[src/rtl/mux_demux_router_if.sv]
// rtl/mux_demux_router_if.sv - lane bus bundle between switch/button side and the router
//
// Purpose: groups the router's control, data and status signals.
//   master modport : the driving side (board inputs / bench)
//   slave modport  : the router itself
// Signals:
//   en, scan               routing enable, auto-scan mode select
//   in_bus                 CHANNELS lanes of WIDTH bits, lane k at [k*WIDTH +: WIDTH]
//   mux_sel, demux_sel     manual source / destination lane
//   out_bus                registered output lanes, same packing as in_bus
//   valid, sel_err         one-cycle pulses: lane written / out-of-range select dropped
//   active_src, active_dst lanes of the last completed write
//   lane_count             per-destination write counters (ROUTER_LANE_COUNT_EN only)
interface mux_demux_router_if #(
  parameter int WIDTH    = 4,
  parameter int CHANNELS = 4
);
  localparam int SELW = (CHANNELS > 1) ? $clog2(CHANNELS) : 1;

  logic                      en;
  logic                      scan;
  logic [WIDTH*CHANNELS-1:0] in_bus;
  logic [SELW-1:0]           mux_sel;
  logic [SELW-1:0]           demux_sel;
  logic [WIDTH*CHANNELS-1:0] out_bus;
  logic                      valid;
  logic [SELW-1:0]           active_src;
  logic [SELW-1:0]           active_dst;
  logic                      sel_err;
`ifdef ROUTER_LANE_COUNT_EN
  logic [CHANNELS*8-1:0]     lane_count;
`endif

  modport master (
    output en, scan, in_bus, mux_sel, demux_sel,
    input  out_bus, valid, active_src, active_dst, sel_err
`ifdef ROUTER_LANE_COUNT_EN
    , input lane_count
`endif
  );

  modport slave (
    input  en, scan, in_bus, mux_sel, demux_sel,
    output out_bus, valid, active_src, active_dst, sel_err
`ifdef ROUTER_LANE_COUNT_EN
    , output lane_count
`endif
  );
endinterface

[src/rtl/mux_demux_router.sv]
// rtl/mux_demux_router.sv - two-stage registered lane mux/demux with auto-scan
//
// Purpose: picks one of CHANNELS input lanes and writes it into one of CHANNELS
// registered output lanes. Stage 1 captures lane data and selects, stage 2
// updates the chosen output lane (others held when HOLD=1, cleared when HOLD=0).
// Selects come from mux_sel/demux_sel (scan=0) or from an internal scan index
// that advances every SCAN_DIV enabled cycles (scan=1).
// Ports:
//   clk    system clock
//   rst_n  synchronous active-low reset
//   bus    mux_demux_router_if.slave (en, scan, in_bus, mux_sel, demux_sel in;
//          out_bus, valid, active_src, active_dst, sel_err out)
// Optional: ROUTER_LANE_COUNT_EN adds bus.lane_count, one saturating 8-bit
//           counter of completed writes per destination lane.
module mux_demux_router #(
  parameter int WIDTH    = 4,
  parameter int CHANNELS = 4,
  parameter int SCAN_DIV = 4,
  parameter int HOLD     = 1
) (
  input  logic               clk,
  input  logic               rst_n,
  mux_demux_router_if.slave  bus
);
  localparam int SELW = (CHANNELS > 1) ? $clog2(CHANNELS) : 1;
  localparam int DIVW = (SCAN_DIV > 1) ? $clog2(SCAN_DIV) : 1;
  localparam logic [SELW:0] CH_LIM = (SELW+1)'(CHANNELS);

  logic [SELW-1:0]           r_scan_idx;
  logic [DIVW-1:0]           r_div;
  logic                      r_s1_valid;
  logic [WIDTH-1:0]          r_s1_data;
  logic [SELW-1:0]           r_s1_src;
  logic [SELW-1:0]           r_s1_dst;
  logic                      r_sel_err;
  logic [WIDTH*CHANNELS-1:0] r_out;
  logic                      r_valid;
  logic [SELW-1:0]           r_act_src;
  logic [SELW-1:0]           r_act_dst;

  logic [SELW-1:0]           w_src;
  logic [SELW-1:0]           w_dst;
  logic                      w_in_range;
  logic [WIDTH-1:0]          w_lane;

  assign w_src      = bus.scan ? r_scan_idx : bus.mux_sel;
  assign w_dst      = bus.scan ? r_scan_idx : bus.demux_sel;
  // Zero-extended compare so non-power-of-two CHANNELS can flag unused codes.
  assign w_in_range = ({1'b0, w_src} < CH_LIM) && ({1'b0, w_dst} < CH_LIM);

  // Explicit decode keeps out-of-range selects from indexing past in_bus.
  always_comb begin
    w_lane = '0;
    for (int k = 0; k < CHANNELS; k++) begin
      if (w_src == SELW'(k)) w_lane = bus.in_bus[k*WIDTH +: WIDTH];
    end
  end

  // Scan sequencer: leaving scan mode parks it at lane 0; en=0 freezes it.
  always_ff @(posedge clk) begin
    if (!rst_n || !bus.scan) begin
      r_div      <= '0;
      r_scan_idx <= '0;
    end else if (bus.en) begin
      if (r_div == DIVW'(SCAN_DIV - 1)) begin
        r_div      <= '0;
        r_scan_idx <= (r_scan_idx == SELW'(CHANNELS - 1)) ? '0 : r_scan_idx + 1'b1;
      end else begin
        r_div <= r_div + 1'b1;
      end
    end
  end

  // Stage 1: capture the selected lane and its routing.
  always_ff @(posedge clk) begin
    if (!rst_n) begin
      r_s1_valid <= 1'b0;
      r_s1_data  <= '0;
      r_s1_src   <= '0;
      r_s1_dst   <= '0;
      r_sel_err  <= 1'b0;
    end else if (bus.en) begin
      r_s1_valid <= w_in_range;
      r_s1_data  <= w_lane;
      r_s1_src   <= w_src;
      r_s1_dst   <= w_dst;
      r_sel_err  <= !w_in_range;
    end else begin
      r_s1_valid <= 1'b0;
      r_sel_err  <= 1'b0;
    end
  end

  // Stage 2: write the destination lane; runs regardless of en so an
  // in-flight word still lands.
  always_ff @(posedge clk) begin
    if (!rst_n) begin
      r_out     <= '0;
      r_valid   <= 1'b0;
      r_act_src <= '0;
      r_act_dst <= '0;
    end else if (r_s1_valid) begin
      for (int k = 0; k < CHANNELS; k++) begin
        if (r_s1_dst == SELW'(k))  r_out[k*WIDTH +: WIDTH] <= r_s1_data;
        else if (HOLD == 0)        r_out[k*WIDTH +: WIDTH] <= '0;
      end
      r_valid   <= 1'b1;
      r_act_src <= r_s1_src;
      r_act_dst <= r_s1_dst;
    end else begin
      r_valid <= 1'b0;
    end
  end

  assign bus.out_bus    = r_out;
  assign bus.valid      = r_valid;
  assign bus.active_src = r_act_src;
  assign bus.active_dst = r_act_dst;
  assign bus.sel_err    = r_sel_err;

`ifdef ROUTER_LANE_COUNT_EN
  logic [7:0] r_lane_cnt [CHANNELS];

  always_ff @(posedge clk) begin
    if (!rst_n) begin
      for (int k = 0; k < CHANNELS; k++) r_lane_cnt[k] <= '0;
    end else if (r_s1_valid) begin
      for (int k = 0; k < CHANNELS; k++) begin
        if (r_s1_dst == SELW'(k) && r_lane_cnt[k] != 8'hFF)
          r_lane_cnt[k] <= r_lane_cnt[k] + 8'd1;
      end
    end
  end

  for (genvar g = 0; g < CHANNELS; g++) begin : g_cnt
    assign bus.lane_count[g*8 +: 8] = r_lane_cnt[g];
  end
`endif
endmodule

[src/flat_wrapper.sv]
// flat-port wrapper written by rule: the top's interface ports become plain ports
module mux_demux_router_flat 
#(
  parameter int WIDTH    = 4,
  parameter int CHANNELS = 4,
  parameter int SCAN_DIV = 4,
  parameter int HOLD     = 1
)
  (clk, rst_n, bus_en, bus_scan, bus_in_bus, bus_mux_sel, bus_demux_sel, bus_out_bus, bus_valid, bus_active_src, bus_active_dst, bus_sel_err);
  mux_demux_router_if #(.WIDTH(WIDTH), .CHANNELS(CHANNELS)) bus_i ();
  input  logic clk;
  input  logic rst_n;
  input wire logic [$bits(bus_i.en)-1:0] bus_en;
  input wire logic [$bits(bus_i.scan)-1:0] bus_scan;
  input wire logic [$bits(bus_i.in_bus)-1:0] bus_in_bus;
  input wire logic [$bits(bus_i.mux_sel)-1:0] bus_mux_sel;
  input wire logic [$bits(bus_i.demux_sel)-1:0] bus_demux_sel;
  output wire logic [$bits(bus_i.out_bus)-1:0] bus_out_bus;
  output wire logic [$bits(bus_i.valid)-1:0] bus_valid;
  output wire logic [$bits(bus_i.active_src)-1:0] bus_active_src;
  output wire logic [$bits(bus_i.active_dst)-1:0] bus_active_dst;
  output wire logic [$bits(bus_i.sel_err)-1:0] bus_sel_err;
  assign bus_i.en = bus_en;
  assign bus_i.scan = bus_scan;
  assign bus_i.in_bus = bus_in_bus;
  assign bus_i.mux_sel = bus_mux_sel;
  assign bus_i.demux_sel = bus_demux_sel;
  assign bus_out_bus = bus_i.out_bus;
  assign bus_valid = bus_i.valid;
  assign bus_active_src = bus_i.active_src;
  assign bus_active_dst = bus_i.active_dst;
  assign bus_sel_err = bus_i.sel_err;
  mux_demux_router #(.WIDTH(WIDTH), .CHANNELS(CHANNELS), .SCAN_DIV(SCAN_DIV), .HOLD(HOLD)) u_core (.clk(clk), .rst_n(rst_n), .bus(bus_i));
endmodule
[config.mk]
export PLATFORM = sky130hd
export DESIGN_NAME = mux_demux_router_flat
export DESIGN_NICKNAME = d
export VERILOG_FILES = /design/src/rtl/mux_demux_router_if.sv /design/src/rtl/mux_demux_router.sv /design/src/flat_wrapper.sv
export SDC_FILE = /design/constraint.sdc
export NUM_CORES = 1
export LEC_CHECK = 0
export CORE_ASPECT_RATIO = 2
export CORE_MARGIN = 2
export CORE_UTILIZATION = 25
export CTS_BUF_LIST = sky130_fd_sc_hd__clkbuf_8
export DETAILED_ROUTE_END_ITERATION = 6
export PLACE_DENSITY = 0.57
export SLEW_MARGIN = 10
export SYNTH_ARGS = -nofsm -noshare
export SYNTH_HDL_FRONTEND = slang
export SYNTH_SLANG_ARGS = --single-unit
[constraint.sdc]
create_clock -name clk -period 3.8 [get_ports clk]
set_clock_uncertainty 0.1 [all_clocks]
set_input_delay 0.95 -clock clk [delete_from_list [all_inputs] [get_ports clk]]
set_output_delay 0.95 -clock clk [all_outputs]
set_load 0.03 [all_outputs]
==> reports/results.ini, run 1 <==
[outcome]
outcome=finished, final reports clean

[clock_tree]
ctsHtreeMaxLevel=2
numCtsBuffers=5
hold_buffers=0
cts_setup_buffers=0
ctsResizeCount=0
worstSkewPairLatency_ns=0.28
cts_num_sinks=34
clockBufferDepth=2
clockRootBuffer=clkbuf_8
cts_tree=yes
cts.clk_slew.worst_paths_ns=0.06

[critical_path]
cpLargestDelayFamily=buffers and inverters
worstSetupPathType=in2reg
critical_path_peak_fanout=13
r2r_setup_slack_ns=2.17
critPathCaptureType=register
ff2ff_path_depth=4
required_ns=3.87
crit_slowest_cell=clkdlybuf4s50_1
crit_arrival_ns=2.81
worst-path-buf-inv=1
r2r_end=u_core.r_s1_data[3]
crit_path_max_incr_delay_ns=0.77
crit_start=bus_scan
startpoint_type=primary input
rr_startpoint=u_core.r_scan_idx[1]
crit_path_cell_trace=clkdlybuf4s50_1, mux2i_2, mux2i_1, nand2_1, a32o_1

[synth]
ys_types=30
synthFlopType=dfxtp_1
seq_area_frac_synth=0.447
ys_async_sr_fraction=0
synth-seq-cells=34
synth_warnings=0
synth_edf_count=0
syn_area_um2=1520
avgSynthCellArea_um2=10.1
ys_top_cells_by_area=dfxtp_1 45%, mux2i_1 20%, nor2b_1 8.6%, nand2_1 2.5%, nor2_1 2.2%
yosysTopAreaCell=dfxtp_1
syn_inst=151
syn-num-nets=177
synth_top_area_frac=0.447

[job]
maxCapViolations=0

[worst_hold_path]
hold_path_end=u_core.r_s1_src[1]
min-delay-start=u_core.r_s1_src[1]
hold_path.class=reg2reg
hold_depth=1

[timing]
slew_violations=0
slew_headroom=0.642
fin_setup_tns_ns=0
worst_slack_ns=1.06
finalHoldViolations=0
finalSetupViolations=0
worstMarginPinSlew_ns=0.536
rsz0062_at_grt=no
min_period_over_period=0.721
worst_hold_slack_ns=0.384
fin_crit_ns=2.74
max_freq_mhz=365

[global_route]
grt_pass1_wl_um=6090
antenna_found_initial=0
grt_pass1_vias=1172
grt_use_total=0.123
grt-ovfl-total=0
grt_max_degree=28

[floorplanning]
dieArea_um2=6770
initial_core_util=0.256
die_h_um=114
rows=40
io_pins=46
die-width_um=59.2
fp.coreArea_um2=5960

[finish]
area_delta_synth_final_pct=36.8
diodes=0
final_cell_mix=44 x clkdlybuf4s50_1, 34 x dfxtp_1, 30 x mux2i_1
drive_above_1_share=0.0513
layout_commonest_cell=clkdlybuf4s50_1
seq_area_um2=681
postLayoutCellArea_um2=2080
final_nets=221
n_fill_cell=616
multi_input_area_um2=781

[place]
gp_congestion=0.744
pre_cts_ws_ns=0.761
dp.final_hpwl_um=2970
port_buffers=44
postPlaceCellArea_um2=2010

[drt]
ant_nets=0
drtIter0Drc=25
wl_per_cell_um=14.6
remaining_drc_errors=0
vias=1212
routed_via_density=4.70
wl_um=3770
drtPass1Iterations=4

[power_and_ir_drop]
p_leak_nw=0.894
peakVddDrop_mv=0.177
seqPwrFrac=0.533
p_comb_frac=0.130
p_clk_frac=0.337
switching_share=0.242
cellPowerDensity_nw_per_um2=341
power_switching_mw=0.172
power.internal_mw=0.539

## cells by family (layout without fill, tap and decap cells)
| group | after synthesis | after routing | share of synthesized area |
|---|---|---|---|
| AOI/OAI and AO/OA | 18 | 18 | 0.0961 |
| other | 1 | 1 | 0.00246 |
| muxes | 31 | 31 | 0.206 |
| buffers and inverters | 13 | 57 | 0.0403 |
| DFF | 34 | 34 | 0.447 |
| and+or+nand+nor | 52 | 52 | 0.191 |
| adders and majority gates | 2 | 2 | 0.0164 |
## Yosys cell counts, types with 2 or more instances
| cell type | number |
|---|---|
| o21ai_0 | 2 |
| nor2b_1 | 21 |
| o211a_1 | 2 |
| clkbuf_1 | 5 |
| inv_1 | 5 |
| nor2_1 | 9 |
| a2111oi_1 | 2 |
| nand3b_1 | 3 |
| a21oi_1 | 5 |
| dfxtp_1 | 34 |
| nand2_1 | 10 |
| mux2i_1 | 30 |
| nand3_1 | 3 |
| ha_1 | 2 |
| a22o_1 | 3 |
## worst max-delay path by stage
stage / endpoint / slack (ns) / cells past startpoint
after floorplan: u_core.r_s1_data[3] / 1.76 / 4
after global placement: u_core.r_s1_data[3] / 0.87 / 5
after detailed placement: u_core.r_s1_data[3] / 0.76 / 5
after CTS: u_core.r_s1_data[3] / 1.07 / 5
after global routing: u_core.r_s1_data[3] / 0.95 / 5
final: u_core.r_s1_data[3] / 1.06 / 5
## per-layer routing
| metal | GRT usage | vias up | wire, um |
|---|---|---|---|
| li1 | - | 608 | - |
| met1 | 0.125 | 570 | 1340 |
| met3 | 0.0203 | 5 | 97 |
| met4 | 0.0636 | 0 | 76 |
| met5 | 0 | - | 0 |
| met2 | 0.226 | 29 | 2260 |
## power by group through the flow
stage,Clock (mW),Sequential [mW],Combinational (mW)
after floorplan,0,0.389,0.0460
after global placement,0,0.387,0.0917
after detailed placement,0,0.387,0.0930
after CTS,0.251,0.379,0.0934
after global routing,0.265,0.381,0.100
final,0.240,0.379,0.0924
## area by class of cell
type / count / share of cell area
multi-input cells: 104 / 0.375
flip-flops and latches: 34 / 0.327
repair buffers: 45 / 0.215
well taps: 63 / 0.0378
clock buffers: 5 / 0.0330
inverters: 5 / 0.00901
clock inverters: 2 / 0.00360
## stage by stage
step	instances	power (mW)	utilization
floorplan	151	0.435	-
global placement	251	0.479	0.337
detailed placement	251	0.480	0.337
CTS	258	0.724	0.350
global route	258	0.747	0.350
finish	258	0.711	0.350
## state kept, by name (all words and copies together), names as in the netlist
register               flops
u_core.r_scan_idx          2
u_core.r_s1_dst            2
u_core.r_s1_data           4
u_core.bus.valid           1
u_core.bus.out_bus        16
u_core.r_s1_valid          1
u_core.bus.active_dst      2
u_core.r_div               2
u_core.bus.active_src      2
u_core.r_s1_src            2
No activity file was read; power rests on OpenSTA's default activity.
==> inputs of run 2 (changes only) <==
==> constraint.sdc (replaced) <==
create_clock -name clk -period 2.8 [get_ports clk]
set_clock_uncertainty 0.1 [all_clocks]
set_input_delay 0.7 -clock clk [delete_from_list [all_inputs] [get_ports clk]]
set_output_delay 0.7 -clock clk [all_outputs]
set_load 0.03 [all_outputs]
==> reports/results.ini, run 2 (same netlist as run 1, synthesis figures left out) <==
[clock_tree]
clockBufferDepth=2  ; unchanged
numCtsBuffers=5  ; unchanged
ctsHtreeMaxLevel=2  ; unchanged
cts_tree=yes
cts_setup_buffers=0  ; unchanged
worstSkewPairLatency_ns=0.28  ; about the same
cts_num_sinks=34  ; unchanged
cts.clk_slew.worst_paths_ns=0.07  ; about the same
ctsResizeCount=0  ; unchanged
hold_buffers=0  ; unchanged
clockRootBuffer=clkbuf_8

[critical_path]
crit_arrival_ns=2.34  ; -0.47 ns
required_ns=2.93  ; -0.94 ns
r2r_setup_slack_ns=1.18  ; -0.99 ns
critical_path_peak_fanout=11  ; -2
startpoint_type=primary input
critPathCaptureType=register
worstSetupPathType=in2reg

[timing]
slew_headroom=0.659  ; +0.0170
rsz0062_at_grt=no
max_freq_mhz=451
finalSetupViolations=0  ; unchanged
worst_hold_slack_ns=0.389  ; +0.00528 ns
fin_setup_tns_ns=0  ; unchanged
fin_crit_ns=2.22
finalHoldViolations=0  ; unchanged
min_period_over_period=0.791
worstMarginPinSlew_ns=0.510  ; -0.0261 ns
slew_violations=0  ; unchanged

[job]
maxCapViolations=0  ; unchanged

[global_route]
antenna_found_initial=0  ; unchanged
grt_use_total=0.121  ; -0.00171
grt_pass1_wl_um=6040  ; -0.90%
grt_max_degree=26  ; -7.1%
grt_pass1_vias=1248  ; +6.5%
grt-ovfl-total=0  ; unchanged

[finish]
final_nets=223  ; +0.90%
largest_reg_flops=16  ; unchanged
layout_commonest_cell=clkdlybuf4s50_1
diodes=0  ; unchanged
final_cell_mix=44 x clkdlybuf4s50_1, 34 x dfxtp_1, 30 x mux2i_1
postLayoutCellArea_um2=2110  ; +1.4%
fin_util=0.355  ; +0.00504
seq_area_um2=681  ; unchanged
area_delta_synth_final_pct=38.8
multi_input_area_um2=781  ; unchanged
drive_above_1_share=0.0707  ; +0.0194
n_fill_cell=614  ; -0.32%

[drt]
wl_per_cell_um=14.1  ; -3.2%
wl_um=3690  ; -2.1%
routed_via_density=4.74  ; +0.97%
remaining_drc_errors=0  ; unchanged
vias=1238  ; +2.1%
ant_nets=0  ; unchanged
drtIter0Drc=17  ; -32%
drtPass1Iterations=4  ; unchanged

[floorplanning]
rows=40  ; unchanged
initial_core_util=0.256  ; unchanged
die_h_um=114  ; unchanged
fp.coreArea_um2=5960  ; unchanged
die-width_um=59.2  ; unchanged
io_pins=46  ; unchanged
dieArea_um2=6770  ; unchanged

[power_and_ir_drop]
cellPowerDensity_nw_per_um2=477  ; +40%
power.internal_mw=0.764  ; +42%
switching_share=0.243  ; +0.000252
p_clk_frac=0.365  ; +0.028
p_leak_nw=0.910  ; +1.7%
seqPwrFrac=0.510  ; -0.023
peakVddDrop_mv=0.156  ; -12%
p_comb_frac=0.125  ; -0.005
power_switching_mw=0.245  ; +42%

[place]
dp.final_hpwl_um=2950  ; -0.66%
postPlaceCellArea_um2=2020  ; +0.75%
gp_congestion=0.795  ; +6.9%
port_buffers=44  ; unchanged

[worst_hold_path]
hold_path.class=reg2reg

[outcome]
outcome=finished, final reports clean

## run 2: path summary, 6_finish.rpt
kind                         from             endpoint  cells past startpoint
min            u_core.r_s1_src[1]   u_core.r_s1_src[1]                      1
min reg2reg    u_core.r_s1_src[1]   u_core.r_s1_src[1]                      1
max reg2reg  u_core.r_scan_idx[1]  u_core.r_s1_data[3]                      4
max                      bus_scan  u_core.r_s1_data[1]                      6
## run 2: layout make-up
type,instances,share of cell area
flip-flops and latches,34,0.322
inverters,5,0.00888
well taps,63,0.0373
clock inverters,2,0.00414
clock buffers,6,0.0391
multi-input cells,104,0.369
repair buffers,47,0.219
## run 2: metrics by stage
step	std cells	setup WS, ns	power, mW
2_1_floorplan	151	1.01	0.591
3_3_place_gp	253	0.354	0.652
3_5_place_dp	253	0.291	0.654
4_1_cts	261	0.585	1.02
5_1_grt	261	0.433	1.05
6_report	261	0.584	1.01
## run 2: per-layer routing
layer	wire, um	GRT usage
met5	0	0
met2	2190	0.229
met4	114	0.0652
met1	1250	0.117
met3	132	0.0181
## run 2: worst max-delay path, cell delays in order
cell	delay (ns)
clkdlybuf4s50_1	0.52
buf_4	0.20
nor2_1	0.06
a32o_2	0.26
a2111oi_1	0.43
a22o_1	0.18
## run 2: power groups by stage
stage	combinational, mW	clock (mW)	sequential (mW)
final	0.126	0.368	0.514
after global routing	0.138	0.396	0.517
after CTS	0.128	0.379	0.515
after detailed placement	0.128	0	0.526
after global placement	0.126	0	0.526
after floorplan	0.0625	0	0.528
